**src/rtl/wasm_run_ctrl_pkg.sv**
```systemverilog
// Shared types for the WASM run sequencer: FSM states, status codes and default widths.
// Also holds a small helper that names the states which may accept a new load command.
package wasm_run_ctrl_pkg;

    localparam int ADDR_W_DEF  = 8;
    localparam int INSTR_W_DEF = 8;
    localparam int TO_W_DEF    = 16;

    typedef enum logic [2:0] {
        S_IDLE,
        S_LOAD,
        S_READY,
        S_RUN,
        S_DONE,
        S_FAULT
    } state_e;

    typedef enum logic [2:0] {
        ST_NONE      = 3'd0,
        ST_OK        = 3'd1,
        ST_INSTR_ERR = 3'd2,
        ST_STACK_OVF = 3'd3,
        ST_TIMEOUT   = 3'd4,
        ST_ABORTED   = 3'd5,
        ST_BAD_LEN   = 3'd6
    } status_e;

    // States from which a new program load may be started.
    function automatic logic is_settled(state_e s);
        return (s == S_IDLE) || (s == S_READY) || (s == S_DONE) || (s == S_FAULT);
    endfunction

endpackage

```
**src/rtl/wasm_run_wdog.sv**
```systemverilog
// Run watchdog: counts RUN cycles (saturating), holds the limit sampled at run start,
// and flags expiry when a non-zero limit equals the current count.
module wasm_run_wdog
    import wasm_run_ctrl_pkg::*;
#(
    parameter int TO_W = TO_W_DEF
) (
    input  logic            clk,
    input  logic            rst,
    input  logic            start,
    input  logic [TO_W-1:0] limit,
    input  logic            active,
    input  logic            stop,
    output logic [31:0]     count,
    output logic            expired
);

    logic [TO_W-1:0] limit_q;

    // NOTE: clocked state is updated with non-blocking assignments only.
    always_ff @(posedge clk or posedge rst) begin
        if (rst) begin
            limit_q <= '0;
            count   <= '0;
        end else if (start) begin
            limit_q <= limit;
            count   <= '0;
        end else if (active && !stop && (count != 32'hFFFF_FFFF)) begin
            count <= count + 32'd1;
        end
    end

    // The exit cycle does not advance the count, so it reports the limit exactly.
    assign expired = active && (limit_q != '0) && (count == 32'(limit_q));

endmodule

```
**src/rtl/wasm_run_ctrl.sv**
```systemverilog
// Run sequencer for the WASM core: streams a program into instruction BRAM, owns the core
// reset, supervises the run (finish/error/stack/watchdog/abort) and latches a status code.
module wasm_run_ctrl
    import wasm_run_ctrl_pkg::*;
#(
    parameter int ADDR_W  = ADDR_W_DEF,
    parameter int INSTR_W = INSTR_W_DEF,
    parameter int TO_W    = TO_W_DEF
) (
    input  logic               i_clk,
    input  logic               i_rst,
    input  logic               i_load_start,
    input  logic [ADDR_W:0]    i_load_len,
    input  logic               i_ld_valid,
    output logic               o_ld_ready,
    input  logic [INSTR_W-1:0] i_ld_data,
    output logic               o_bram_we,
    output logic [ADDR_W-1:0]  o_bram_addr,
    output logic [INSTR_W-1:0] o_bram_wdata,
    input  logic               i_run,
    input  logic               i_abort,
    input  logic [TO_W-1:0]    i_timeout,
    output logic               o_core_rst_n,
    input  logic               i_instr_finish,
    input  logic               i_instr_error,
    input  logic               i_stack_full,
    output logic               o_busy,
    output logic               o_done,
    output logic [2:0]         o_status,
    output logic [31:0]        o_cycle_count
);

    localparam logic [ADDR_W:0] DEPTH = {1'b1, {ADDR_W{1'b0}}};

    state_e              state_q, state_d;
    status_e             status_q;
    status_e             run_code;
    logic [ADDR_W-1:0]   cnt_q;
    logic [ADDR_W-1:0]   last_q;
    logic                prog_valid_q;
    logic                enter_term;
    logic                beat, last_beat, len_bad;
    logic                load_go, run_go, run_exit, expired, in_run;

    assign in_run    = (state_q == S_RUN);
    assign beat      = i_ld_valid && o_ld_ready;
    assign last_beat = beat && (cnt_q == last_q);
    assign len_bad   = (i_load_len == '0) || (i_load_len > DEPTH);
    assign load_go   = is_settled(state_q) && i_load_start;
    assign run_go    = ((state_q == S_READY) || (state_q == S_DONE) || (state_q == S_FAULT))
                       && prog_valid_q && i_run && !i_load_start;

    // Exit reason for the current RUN cycle, highest priority first.
    always_comb begin
        run_code = ST_NONE;
        if (i_abort)             run_code = ST_ABORTED;
        else if (i_instr_error)  run_code = ST_INSTR_ERR;
        else if (i_stack_full)   run_code = ST_STACK_OVF;
        else if (i_instr_finish) run_code = ST_OK;
        else if (expired)        run_code = ST_TIMEOUT;
    end

    assign run_exit = in_run && (run_code != ST_NONE);

    wasm_run_wdog #(.TO_W(TO_W)) u_wdog (
        .clk     (i_clk),
        .rst     (i_rst),
        .start   (run_go),
        .limit   (i_timeout),
        .active  (in_run),
        .stop    (run_exit),
        .count   (o_cycle_count),
        .expired (expired)
    );

    always_ff @(posedge i_clk or posedge i_rst) begin
        if (i_rst) state_q <= S_IDLE;
        else       state_q <= state_d;
    end

    // NOTE: every output of a combinational block gets a default first, so no latch is inferred.
    always_comb begin
        state_d    = state_q;
        enter_term = 1'b0;
        case (state_q)
            S_IDLE, S_READY, S_DONE, S_FAULT: begin
                if (i_load_start) begin
                    if (len_bad) begin
                        state_d    = S_FAULT;
                        enter_term = 1'b1;
                    end else begin
                        state_d = S_LOAD;
                    end
                end else if (run_go) begin
                    state_d = S_RUN;
                end
            end
            S_LOAD: begin
                if (i_abort) begin
                    state_d    = S_FAULT;
                    enter_term = 1'b1;
                end else if (last_beat) begin
                    state_d = S_READY;
                end
            end
            S_RUN: begin
                if (run_exit) begin
                    state_d    = (run_code == ST_OK) ? S_DONE : S_FAULT;
                    enter_term = 1'b1;
                end
            end
            default: state_d = S_IDLE;
        endcase
    end

    always_comb begin
        o_ld_ready   = 1'b0;
        o_busy       = 1'b0;
        o_core_rst_n = 1'b0;
        case (state_q)
            S_LOAD: begin
                o_ld_ready = 1'b1;
                o_busy     = 1'b1;
            end
            S_RUN: begin
                o_busy       = 1'b1;
                o_core_rst_n = 1'b1;
            end
            default: ;
        endcase
    end

    // Load counter, registered BRAM write port, program-valid flag and status latch.
    always_ff @(posedge i_clk or posedge i_rst) begin
        if (i_rst) begin
            cnt_q        <= '0;
            last_q       <= '0;
            prog_valid_q <= 1'b0;
            status_q     <= ST_NONE;
            o_bram_we    <= 1'b0;
            o_bram_addr  <= '0;
            o_bram_wdata <= '0;
            o_done       <= 1'b0;
        end else begin
            o_done    <= enter_term;
            o_bram_we <= beat && !i_abort;
            if (beat && !i_abort) begin
                o_bram_addr  <= cnt_q;
                o_bram_wdata <= i_ld_data;
                cnt_q        <= cnt_q + 1'b1;
            end
            if (load_go) begin
                cnt_q        <= '0;
                last_q       <= ADDR_W'(i_load_len - 1'b1);
                prog_valid_q <= 1'b0;
                status_q     <= len_bad ? ST_BAD_LEN : ST_NONE;
            end
            if (state_q == S_LOAD) begin
                if (i_abort) begin
                    prog_valid_q <= 1'b0;
                    status_q     <= ST_ABORTED;
                end else if (last_beat) begin
                    prog_valid_q <= 1'b1;
                end
            end
            if (run_go)   status_q <= ST_NONE;
            if (run_exit) status_q <= run_code;
        end
    end

    assign o_status = status_q;

endmodule
```
**config.mk**
```make
export PLATFORM = sky130hd
export DESIGN_NAME = wasm_run_ctrl
export DESIGN_NICKNAME = d
export VERILOG_FILES = /design/src/rtl/wasm_run_ctrl_pkg.sv /design/src/rtl/wasm_run_wdog.sv /design/src/rtl/wasm_run_ctrl.sv
export SDC_FILE = /design/constraint.sdc
export NUM_CORES = 1
export LEC_CHECK = 0
export CORE_MARGIN = 3
export CORE_UTILIZATION = 52
export CTS_CLUSTER_SIZE = 30
export DETAILED_ROUTE_END_ITERATION = 6
export GPL_ROUTABILITY_DRIVEN = 0
export PLACE_DENSITY = 0.91
export SLEW_MARGIN = 30
export SYNTH_ARGS = -nofsm -noshare
export SYNTH_HDL_FRONTEND = slang
export SYNTH_SLANG_ARGS = --single-unit
```
**constraint.sdc**
```tcl
create_clock -name i_clk -period 4.4 [get_ports i_clk]
set_input_delay 1.1 -clock i_clk [delete_from_list [all_inputs] [get_ports i_clk]]
set_output_delay 1.1 -clock i_clk [all_outputs]
set_load 0.005 [all_outputs]
```
## Word level (Yosys, flattened, before mapping)

Index checks and enable logic that the tools add are counted.

| storage, ports and cells | value |
|---|---|
| register bits | 89 |
| bits of input ports | 42 |
| output and inout port bits | 56 |
| word-level logic and storage cells | 92 |

| cells by class | value |
|---|---|
| magnitude comparators | 1 |
| reductions and logical operators | 30 |
| eq/ne operators | 12 |
| multiplexer cells | 35 |
| add/sub/neg operators | 3 |

Operators with widths:

| cell | number |
|---|---|
| $mux 32 | 2 |
| $mux 3 | 17 |
| $add 32x1->32 const B | 1 |
| $eq 32x16->1 | 1 |
| $ne 32x32->1 const B | 1 |
| $mux 8 | 2 |
| $reduce_bool 16->1 | 1 |
| $logic_and 1x1->1 | 12 |
| $mux 1 | 12 |
| $gt 9x9->1 const B | 1 |
| $logic_not 9->1 | 1 |
| $pmux 3 s3 | 1 |
| $add 8x1->8 const B | 1 |
| $eq 8x8->1 | 1 |
| $sub 8x1->8 const B | 1 |
| $eq 3x1->1 const B | 2 |
| $eq 3x2->1 const B | 2 |
| $eq 3x3->1 const B | 2 |
| $logic_or 1x1->1 | 6 |
| $ne 3x3->1 const B | 2 |
| $reduce_bool 2->1 | 2 |
| $reduce_or 4->1 | 1 |
| $logic_not 1->1 | 3 |
| $logic_not 3->1 | 1 |
| other kinds (5) | 5 |

## Logic depth before layout (Yosys ltp)

Gate-level depths: netlist of run 1.

| logic depth | value |
|---|---|
| depth in word-level cells | 15 |
| mapped depth | 12 |
| depth with buffers taken out | 10 |

## Hierarchy

A second synthesis of run 1 with hierarchy kept.

| second synthesis, totals | value |
|---|---|
| cells, all modules | 494 |
| area total of the unflattened synthesis | 4659.5 sq um |

Modules (own cells, without submodules):

| module | cells each | seq. area each (sq um) | area an instance (sq um) | times used |
|---|---|---|---|---|
| wasm_run_wdog | 265 | 1201.2 | 2603.7 | 1 |
| wasm_run_ctrl | 229 | 1026.0 | 2055.7 | 1 |

## Worst setup path after synthesis of run 1

Ideal clock, no wire load.

| timing | value |
|---|---|
| kind | input port to flip-flop |
| start | in i_abort |
| end | reg u_wdog.count[5] |
| cell stages on the path | 7 |
| library setup time | 0.120 ns |
| setup slack | 1.778 ns |
| path buffers | 2 |
| required time | 4.280 ns |
| arrival time | 2.502 ns |
| path through | buf_2 -> and4bb_2 -> nand2_2 -> a221oi_2 -> buf_6 -> a21oi_1 -> a31o_1 |

| on the way | value |
|---|---|
| word-level cells in the longest chain between the ends | 7 |

Ends and longest elaborated chain:

| what | line | source |
|---|---|---|
| start: declaration | wasm_run_ctrl.sv:21 | `input logic i_abort,` |
| $mux 3 | wasm_run_ctrl.sv:56 | `if (i_abort) run_code = ST_ABORTED;` |
| $reduce_bool 3->1 | wasm_run_ctrl.sv:63 | `assign run_exit = in_run && (run_code != ST_NONE);` |
| $logic_and 1x1->1 | wasm_run_ctrl.sv:63 |  |
| $logic_not 1->1 | wasm_run_wdog.sv:28 | `end else if (active && !stop && (count != 32'hFFFF_FFFF)) begin` |
| $logic_and 1x1->1 (2 in a row) | wasm_run_wdog.sv:28 |  |
| $reduce_bool 2->1 (no line) | -- |  |
| end signal: assignment | wasm_run_wdog.sv:29 | `count <= count + 32'd1;` |
| end: declaration | wasm_run_wdog.sv:14 | `output logic [31:0] count,` |

No other way between the ends.
A chain may end at the register's enable or synchronous reset.

## Final worst setup path of run 1

| timing | value |
|---|---|
| start | in i_instr_error |
| end | reg status_q[0] (netlist: o_status[0]) |

| on the way | value |
|---|---|
| word-level cells in the longest chain between the ends | 5 |

Ends and longest elaborated chain:

| what | line | source |
|---|---|---|
| start: declaration | wasm_run_ctrl.sv:25 | `input logic i_instr_error,` |
| $mux 3 (*) | wasm_run_ctrl.sv:57 | `else if (i_instr_error) run_code = ST_INSTR_ERR;` |
| $mux 3 (*) | wasm_run_ctrl.sv:56 |  |
| $reduce_bool 3->1 | wasm_run_ctrl.sv:63 |  |
| $logic_and 1x1->1 | wasm_run_ctrl.sv:63 |  |
| $mux 3 (*) | wasm_run_ctrl.sv:167 | `if (run_exit) status_q <= run_code;` |
| end signal: assignment | wasm_run_ctrl.sv:156 | `status_q <= len_bad ? ST_BAD_LEN : ST_NONE;` |
| end signal: assignment | wasm_run_ctrl.sv:167 |  |
| end: declaration | wasm_run_ctrl.sv:36 | `status_e status_q;` |

Mark *: on every way between the ends. The rest lies on a longest branch, timed or not.

==> results of run 1 <==
==> layer usage <==
metal,vias up,share of wire,global-route usage
met5,-,0,0
li1,2119,-,-
met1,2186,0.41,0.316
met3,40,0.076,0.0498
met4,0,0.026,0.0902
met2,233,0.49,0.417
==> cell families (layout without fill, tap and decap cells) <==
group / count (synthesis) / after routing / synth area share
buffers and inverters: 40 / 130 / 0.0416
multiplexers: 5 / 5 / 0.0106
AO/OA/AOI/OAI: 69 / 69 / 0.0954
flip-flops: 89 / 89 / 0.449
AND/OR/NAND/NOR: 305 / 305 / 0.314
adder cells (fa/ha/maj): 4 / 4 / 0.0101
XOR/XNOR: 45 / 45 / 0.0795
==> synth_stat cells, drive strengths merged (3+ instances only) <==
cell type	instances
nand2	136
dfrtp	89
nor2	48
xnor2	36
nand4	29
nand3	22
buf	19
nor4	19
o21ai	18
a21oi	17
clkbuf	11
nor3	11
inv	10
xor2	9
and2	7
and3	7
and4	7
o211ai	7
a31oi	5
o31ai	5
or3	5
ha	4
nor3b	4
or4	4
a31o	3
mux2i	3
==> tightest hold or removal path, cell delays in order, from the launching register on <==
cell and delay [ns]:
dfrtp_1 0.36, nand2_1 0.05, nand2_1 0.06
==> through the flow <==
| step | cells | util | area (sq um) | setup slack [ns] |
|---|---|---|---|---|
| floorplan | 557 | - | 4960 | 0.993 |
| global placement | 760 | 0.648 | 5990 | 1.13 |
| detailed placement | 760 | 0.648 | 5990 | 1.09 |
| CTS | 776 | 0.672 | 6210 | 1.42 |
| global route | 776 | 0.672 | 6210 | 1.28 |
| finish | 776 | 0.672 | 6210 | 1.40 |
==> sequential cells by signal (all words and copies together) (netlist names) <==
register / flops
o_status: 3
o_bram_wdata: 8
prog_valid_q: 1
u_wdog.limit_q: 16
o_bram_we: 1
o_bram_addr: 8
cnt_q: 8
o_done: 1
u_wdog.count: 32
state_q: 3
last_q: 8
==> power groups by stage <==
stage | sequential, uW | clock (uW) | combinational (uW)
4_1_cts | 1140 | 624 | 852
3_3_place_gp | 1150 | 0 | 812
5_1_grt | 1170 | 659 | 942
2_1_floorplan | 1100 | 0 | 553
6_report | 1150 | 617 | 850
3_5_place_dp | 1160 | 0 | 842
==> how the worst min path moves through the flow <==
stage,to,slack [ns],cells after the start
global route,o_bram_wdata[2]$_DFFE_PP0P_,0.51,2
detailed placement,o_bram_addr[4]$_DFFE_PP0P_,0.47,2
global placement,o_bram_wdata[1]$_DFFE_PP0P_,0.46,2
CTS,o_bram_wdata[2]$_DFFE_PP0P_,0.49,2
finish,o_bram_wdata[2]$_DFFE_PP0P_,0.49,2
floorplan,o_bram_wdata[0]$_DFFE_PP0P_,0.47,2
==> layout make-up <==
| type | count | area (sq um) |
|---|---|---|
| Sequential cell | 89 | 2230 |
| Tap cell | 129 | 161 |
| Multi-Input combinational cell | 428 | 2530 |
| Fill cell | 714 | 3030 |
| Clock buffer | 9 | 124 |
| Inverter | 10 | 43.8 |
| Timing Repair Buffer | 104 | 1020 |
| Clock inverter | 7 | 95.1 |
==> out/results.ini, run 1 <==
[outcome]
status = finished, final reports clean

[routing]
drtPass1Iterations = 6
routed_wl_microns = 13200
routedWlPerCell_microns = 17.1
via_per_inst = 5.90
post-route-drc-count = 0
first_iter_violations = 331
ant_nets = 0
vias = 4578

[setup_path]
start_kind = input pin
reg2reg_depth = 5
path_depth = 7
regToRegEndpoint = o_status[1]$_DFF_PP0_
crit_path_end = o_status[0]$_DFF_PP0_
critical-path-top-delay-family = simple AND/OR/NAND/NOR gates
crit_slowest_cell = clkdlybuf4s50_1
reg2reg_from = state_q[1]$_DFFE_PP0P_
arrival_ns = 3.26
worst-path-buf-inv = 1
end_kind = register
startpoint = i_instr_error
cp_cell_sequence = clkdlybuf4s50_1, nor3_2, nand4_2, nor4_4, a21oi_2, nor2_1, mux2_1
critical_path.max_stage_delay_ns = 0.47
path_max_fanout = 4
crit_required_ns = 4.66
regToRegSetupSlack_ns = 1.84
criticalPathCategory = in -> reg

[power]
swShare = 0.354
post-layout-total-power_uw = 2610
power.leakage_uw = 0.00267
p_seq_frac = 0.439
pwr-share-comb = 0.325
powerDensity_nw_per_um2 = 421
ir_drop_uv = 292
p_int_uw = 1690
power.switching_uw = 926
clock_power_share = 0.236

[sta]
fin_crit_ns = 3.00
max_freq_mhz = 334
maxSlewHeadroom = 0.362
skew_ns = 0.00968
whs_ns = 0.489
finalHoldViolCount = 0
rsz0062_at_grt = false
maxSlewViolCount = 0
finalCritPeriodShare = 0.681
tightest_slew_ns = 0.957
tns_ns = 0
setup_viol = 0

[synth]
ys_seq_area_frac = 0.449
syn_inst = 557
synth_top_area_share = 0.449
syn_area_per_cell_sq_um = 8.90
synth_area_sq_um = 4960
yosysTopAreaCell = dfrtp_1
synth_seq_cells = 89
async_flop_share = 1.00
synth_enable_flop_cells = 0
ys_warn_count = 0
synth_top_cells_by_area = dfrtp_1 (45%), nand2_1 (10%), xnor2_1 (6.4%), nor2_1 (3.6%), nand4_1 (3.4%)
synth.net_count = 603
synthFlopType = dfrtp_1
synth.distinct_cells = 62

[floorplanning]
initial_core_util = 0.537
core.rowCount = 35
coreArea_sq_um = 9240
dieHeight_microns = 104
die-area_sq_um = 10700
ios = 98
fp.dieW_microns = 104

[clock_tree]
cts_resized = 0
clock_sinks = 89
postCtsSetupBuffers = 0
numCtsBuffers = 9
cts_root_buf = clkbuf_8
clk_latency_ns = 0.38
ctsHoldBuffers = 0
tritoncts = yes
cts.htree.levels = 3
clockBufferDepth = 2
path_clk_slew_ns = 0.10

[global_route]
antenna_found_initial = 0
grt_overflow = 0
grt_pass1_vias = 4499
track_usage = 0.247
grt_max_degree = 39
grt_pass1_wl_microns = 22000

[layout]
diodes = 0
final_cell_mix = nand2_1 (133), clkdlybuf4s50_1 (97), dfrtp_1 (89)
final_common_cell = nand2_1
layout-drive-gt1-share = 0.0850
nets = 688
area_growth_pct = 25.1

[placement]
port_buffers = 97
hpwlAfterDp_microns = 9510

[min_path]
worstHoldStart = o_bram_wdata[2]$_DFFE_PP0P_
min-delay-path-class = reg -> reg

[flow_run]
cap_violations = 0

No activity file was read; power rests on OpenSTA's default activity.
==> inputs of run 2 (changes only) <==
- CORE_UTILIZATION: 52 -> 47
- PLACE_DENSITY: 0.91 -> 0.88
- clock period: 4.4 -> 2.75 ns (I/O delays scaled with it)
==> out/results.ini, run 2 (same netlist as run 1, synthesis figures left out) <==
[floorplanning]
initial_core_util = 0.496
core.rowCount = 36
dieHeight_microns = 109
coreArea_sq_um = 10000
die-area_sq_um = 11800
fp.dieW_microns = 109
ios = 98

[clock_tree]
cts.htree.levels = 3
cts_root_buf = clkbuf_8
numCtsBuffers = 9
clock_sinks = 89
cts_resized = 0
postCtsSetupBuffers = 0
ctsHoldBuffers = 0
clockBufferDepth = 2
path_clk_slew_ns = 0.09
clk_latency_ns = 0.36
tritoncts = yes

[routing]
routedWlPerCell_microns = 16.9
first_iter_violations = 347
vias = 4664
via_per_inst = 5.86
ant_nets = 0
routed_wl_microns = 13400
drtPass1Iterations = 5
post-route-drc-count = 0

[setup_path]
path_depth = 6
start_kind = register
end_kind = primary output
path_max_fanout = 9
reg2reg_depth = 7
criticalPathCategory = reg -> out
arrival_ns = 1.91
worst-path-buf-inv = 4
crit_slowest_cell = clkdlybuf4s50_1
critical_path.max_stage_delay_ns = 0.53
cp_cell_sequence = inv_4, nand2_4, inv_4, nand2_4, inv_2, clkdlybuf4s50_1
critical-path-top-delay-family = buffers and inverters
crit_required_ns = 2.06

[layout]
regMostFlops = u_wdog.count
nets = 705
post-route-util = 0.635
diodes = 0
largestRegisters = u_wdog.count: 32 flops, u_wdog.limit_q: 16 flops
largest_reg_flops = 32
layout-drive-gt1-share = 0.107
area_growth_pct = 28.0
final_cell_mix = nand2_1 (133), clkdlybuf4s50_1 (97), dfrtp_1 (89)
final_common_cell = nand2_1

[global_route]
grt_pass1_vias = 4415
grt_overflow = 0
track_usage = 0.236
grt_max_degree = 34
antenna_found_initial = 0
grt_pass1_wl_microns = 22300

[sta]
setup_viol = 0
finalCritPeriodShare = 0.944
finalHoldViolCount = 0
skew_ns = 0.00997
tns_ns = 0
tightest_slew_ns = 0.657
maxSlewViolCount = 0
fin_crit_ns = 2.60
max_freq_mhz = 385
maxSlewHeadroom = 0.561
rsz0062_at_grt = false

[power]
power.leakage_uw = 0.00275
powerDensity_nw_per_um2 = 661
ir_drop_uv = 451

[flow_run]
cap_violations = 0

[placement]
port_buffers = 97
hpwlAfterDp_microns = 9900

[min_path]
min-delay-path-class = reg -> reg
min_path_cells = 2

[outcome]
status = finished, final reports clean

run 2: cell types whose count changed in the layout (fill, tap and decap cells not counted):
cell	change
clkinv_2	-1
buf_4	+15
buf_12	+2
inv_8	-2
clkinv_8	-1
clkbuf_8	+1
clkinvlp_4	+2
run 2: final cells by class:
type | instances | area [sq um]
clock buffer | 10 | 138
multi-input combinational | 428 | 2530
clock inverter | 5 | 63.8
inverter | 10 | 46.3
sequential | 89 | 2230
tap | 133 | 166
timing repair buffer | 121 | 1180
fill | 808 | 3650
run 2: stage by stage:
| stage | power (uW) | cells | hold slack, ns | worst slack [ns] | cell area, sq um |
|---|---|---|---|---|---|
| after floorplan | 2640 | 557 | 0.470 | 0.540 | 4960 |
| after global placement | 3200 | 781 | 0.458 | 0.0455 | 6150 |
| after detailed placement | 3270 | 781 | 0.466 | 0.0269 | 6150 |
| after CTS | 4200 | 796 | 0.489 | 0.171 | 6350 |
| after global routing | 4450 | 796 | 0.504 | 0.0853 | 6350 |
| final | 4200 | 796 | 0.486 | 0.154 | 6350 |
run 2: tightest hold or removal path, delay by kind of cell (launching register included):
family / cells / cell delay [ns]
DFF: 1 / 0.36
and+or+nand+nor: 2 / 0.10
run 2: routing by layer:
layer  wire length, microns  vias to the layer above  track usage  part of all wire
li1                       -                     2150            -                 -
met1                   5530                     2220        0.312              0.41
met2                   6440                      259        0.388              0.48
met5                      0                        -            0                 0
met3                   1180                       35       0.0545             0.088
met4                    292                        0       0.0739             0.022
run 2: final timing paths:
path                                                from                       endpoint  slack (ns)
min in group asynchronous                          i_rst   u_wdog.count[25]$_DFFE_PP0P_        0.77
min reg2reg                   o_bram_addr[6]$_DFFE_PP0P_     o_bram_addr[6]$_DFFE_PP0P_        0.49
min                           o_bram_addr[6]$_DFFE_PP0P_     o_bram_addr[6]$_DFFE_PP0P_        0.49
max                               state_q[2]$_DFFE_PP0P_                   o_core_rst_n        0.15
max reg2reg                u_wdog.limit_q[2]$_DFFE_PP0P_   u_wdog.count[12]$_DFFE_PP0P_        0.39
max in group asynchronous                          i_rst  u_wdog.limit_q[8]$_DFFE_PP0P_        1.41
run 2: power breakdown:
part           total, uW  internal (uW)  switching, uW
registers           1830           1560            277
clock network        926            446            479
logic               1440            749            688
total               4200           2750           1440
==> inputs of run 3 (changes only) <==
- GPL_ROUTABILITY_DRIVEN: 0 -> default
- GPL_TIMING_DRIVEN: default -> 0
==> out/results.ini, run 3 (same netlist as run 1, synthesis figures left out) <==
[floorplanning]
initial_core_util = 0.496
core.rowCount = 36
coreArea_sq_um = 10000
ios = 98
dieHeight_microns = 109
die-area_sq_um = 11800
fp.dieW_microns = 109

[layout]
regMostFlops = u_wdog.count
fill_cells = 835
nets = 712
area_growth_pct = 27.7
finalNonFillerCells = 803
diodes = 0
final_common_cell = nand2_1
layout-drive-gt1-share = 0.0985
final_cell_mix = nand2_1 (133), clkdlybuf4s50_1 (95), dfrtp_1 (89)
largestRegisters = u_wdog.count: 32 flops, u_wdog.limit_q: 16 flops
largest_reg_flops = 32

[placement]
placedCellCount = 788
port_buffers = 95
routabilityCongestion = 0.960
pre_cts_ws_ns = -0.232
hpwlAfterDp_microns = 10100

[sta]
tightest_slew_ns = 0.647
max_freq_mhz = 375
skew_ns = 0.00894
setup_slack_ns = 0.0806
finalHoldViolCount = 0
maxSlewHeadroom = 0.567
maxSlewViolCount = 0
fin_crit_ns = 2.67
finalCritPeriodShare = 0.971
setup_viol = 0
whs_ns = 0.480
rsz0062_at_grt = false

[power]
post-layout-total-power_uw = 4070
powerDensity_nw_per_um2 = 643
ir_drop_uv = 320
power.leakage_uw = 0.00274

[min_path]
min_path_cells = 2
worstHoldStart = o_bram_addr[5]$_DFFE_PP0P_
min-delay-path-class = reg -> reg
whs_endpoint = o_bram_addr[5]$_DFFE_PP0P_

[routing]
via_per_inst = 5.80
drtPass1Iterations = 5
post-route-drc-count = 0
ant_nets = 0
routed_wl_microns = 13500
met2_length_microns = 6380
wl_met1_microns = 5720
first_iter_violations = 413
dr.max_layer_used = met4
vias = 4661
routedWlPerCell_microns = 16.8
wl_met3_microns = 1090

[setup_path]
cp_cell_sequence = clkdlybuf4s50_1, nor3_2, nand4_2, nor4_4, a21oi_2, nor2_1, mux2_1
regToRegSetupSlack_ns = 0.25
path_max_fanout = 4
reg2reg_from = u_wdog.count[0]$_DFFE_PP0P_
critical_path.max_stage_delay_ns = 0.50
reg2reg_depth = 10
criticalPathCategory = in -> reg
end_kind = register
regToRegEndpoint = u_wdog.count[22]$_DFFE_PP0P_
arrival_ns = 2.92
crit_required_ns = 3.00
crit_slowest_cell = clkdlybuf4s50_1
start_kind = input pin

[global_route]
grt_overflow = 0
grt_max_degree = 31
antenna_found_initial = 0
grt_pass1_vias = 4494
grt_pass1_wl_microns = 22300
track_usage = 0.237

[clock_tree]
clock_sinks = 89
numCtsBuffers = 9
cts.htree.levels = 3
clockBufferDepth = 2
tritoncts = yes
cts_root_buf = clkbuf_8
clk_latency_ns = 0.36
path_clk_slew_ns = 0.09

[outcome]
status = finished, final reports clean

[flow_run]
cap_violations = 0

-- run 3: cell types whose count changed in the layout (fill, tap and decap cells not counted), sizes merged --
cell           before  now
buf                24   22
clkdlybuf4s50      97   95
clkinv              2    3
inv                10   11
bufinv              1    0
clkbuf             10   20
-- run 3: area by class of cell --
type / count / area, sq um / area share
Buffer: 30 / 164 / 0.0259
Clock buffer: 9 / 124 / 0.0196
Clock inverter: 6 / 43.8 / 0.00691
Inverter: 10 / 46.3 / 0.00731
Multi-Input combinational cell: 428 / 2540 / 0.401
Sequential cell: 89 / 2230 / 0.352
Tap cell: 133 / 166 / 0.0263
Timing Repair Buffer: 98 / 1030 / 0.162
-- run 3: power by group --
group | internal [uW] | switching (uW) | leakage, uW
Clock | 328 | 490 | 0.0000859
Sequential | 1560 | 218 | 0.00119
Combinational | 733 | 743 | 0.00146
Total | 2620 | 1450 | 0.00274
-- run 3: routing by layer --
metal	GRT usage	vias up
met5	0	-
met4	0.0794	0
met3	0.0432	29
met2	0.384	262
met1	0.323	2203
li1	-	2167
-- run 3: worst max-delay path, delay by kind of cell --
kind	cells	cell delay, ns
buffers and inverters	1	0.50
multiplexers	1	0.35
AND/OR/NAND/NOR	4	1.23
AO/OA/AOI/OAI	1	0.16
-- run 3: metrics by stage --
stage / utilization / cell area (sq um) / TNS [ns]
after floorplan: - / 4960 / 0
after global placement: 0.608 / 6080 / -1.22
after detailed placement: 0.616 / 6160 / -2.06
after CTS: 0.632 / 6320 / 0
after global routing: 0.634 / 6330 / 0
final: 0.634 / 6330 / 0
-- run 3: what timing repair did --
action                     in CTS  in global routing
setup endpoints to repair       0                  1
setup buffers                   0                  0
resized for setup               0                  1
hold buffers                    0                  0
-- run 3: worst max-delay path by stage --
stage                  startpoint                           to  slack [ns]  cells past startpoint
finish              i_instr_error        o_status[0]$_DFF_PP0_        0.08                      7
floorplan                 i_abort  u_wdog.count[5]$_DFFE_PP0P_        0.54                      7
global route        i_instr_error        o_status[0]$_DFF_PP0_        0.02                      7
global placement    i_instr_error        o_status[0]$_DFF_PP0_       -0.18                      7
detailed placement  i_instr_error  u_wdog.count[1]$_DFFE_PP0P_       -0.23                      7
CTS                 i_instr_error        o_status[0]$_DFF_PP0_        0.15                      7
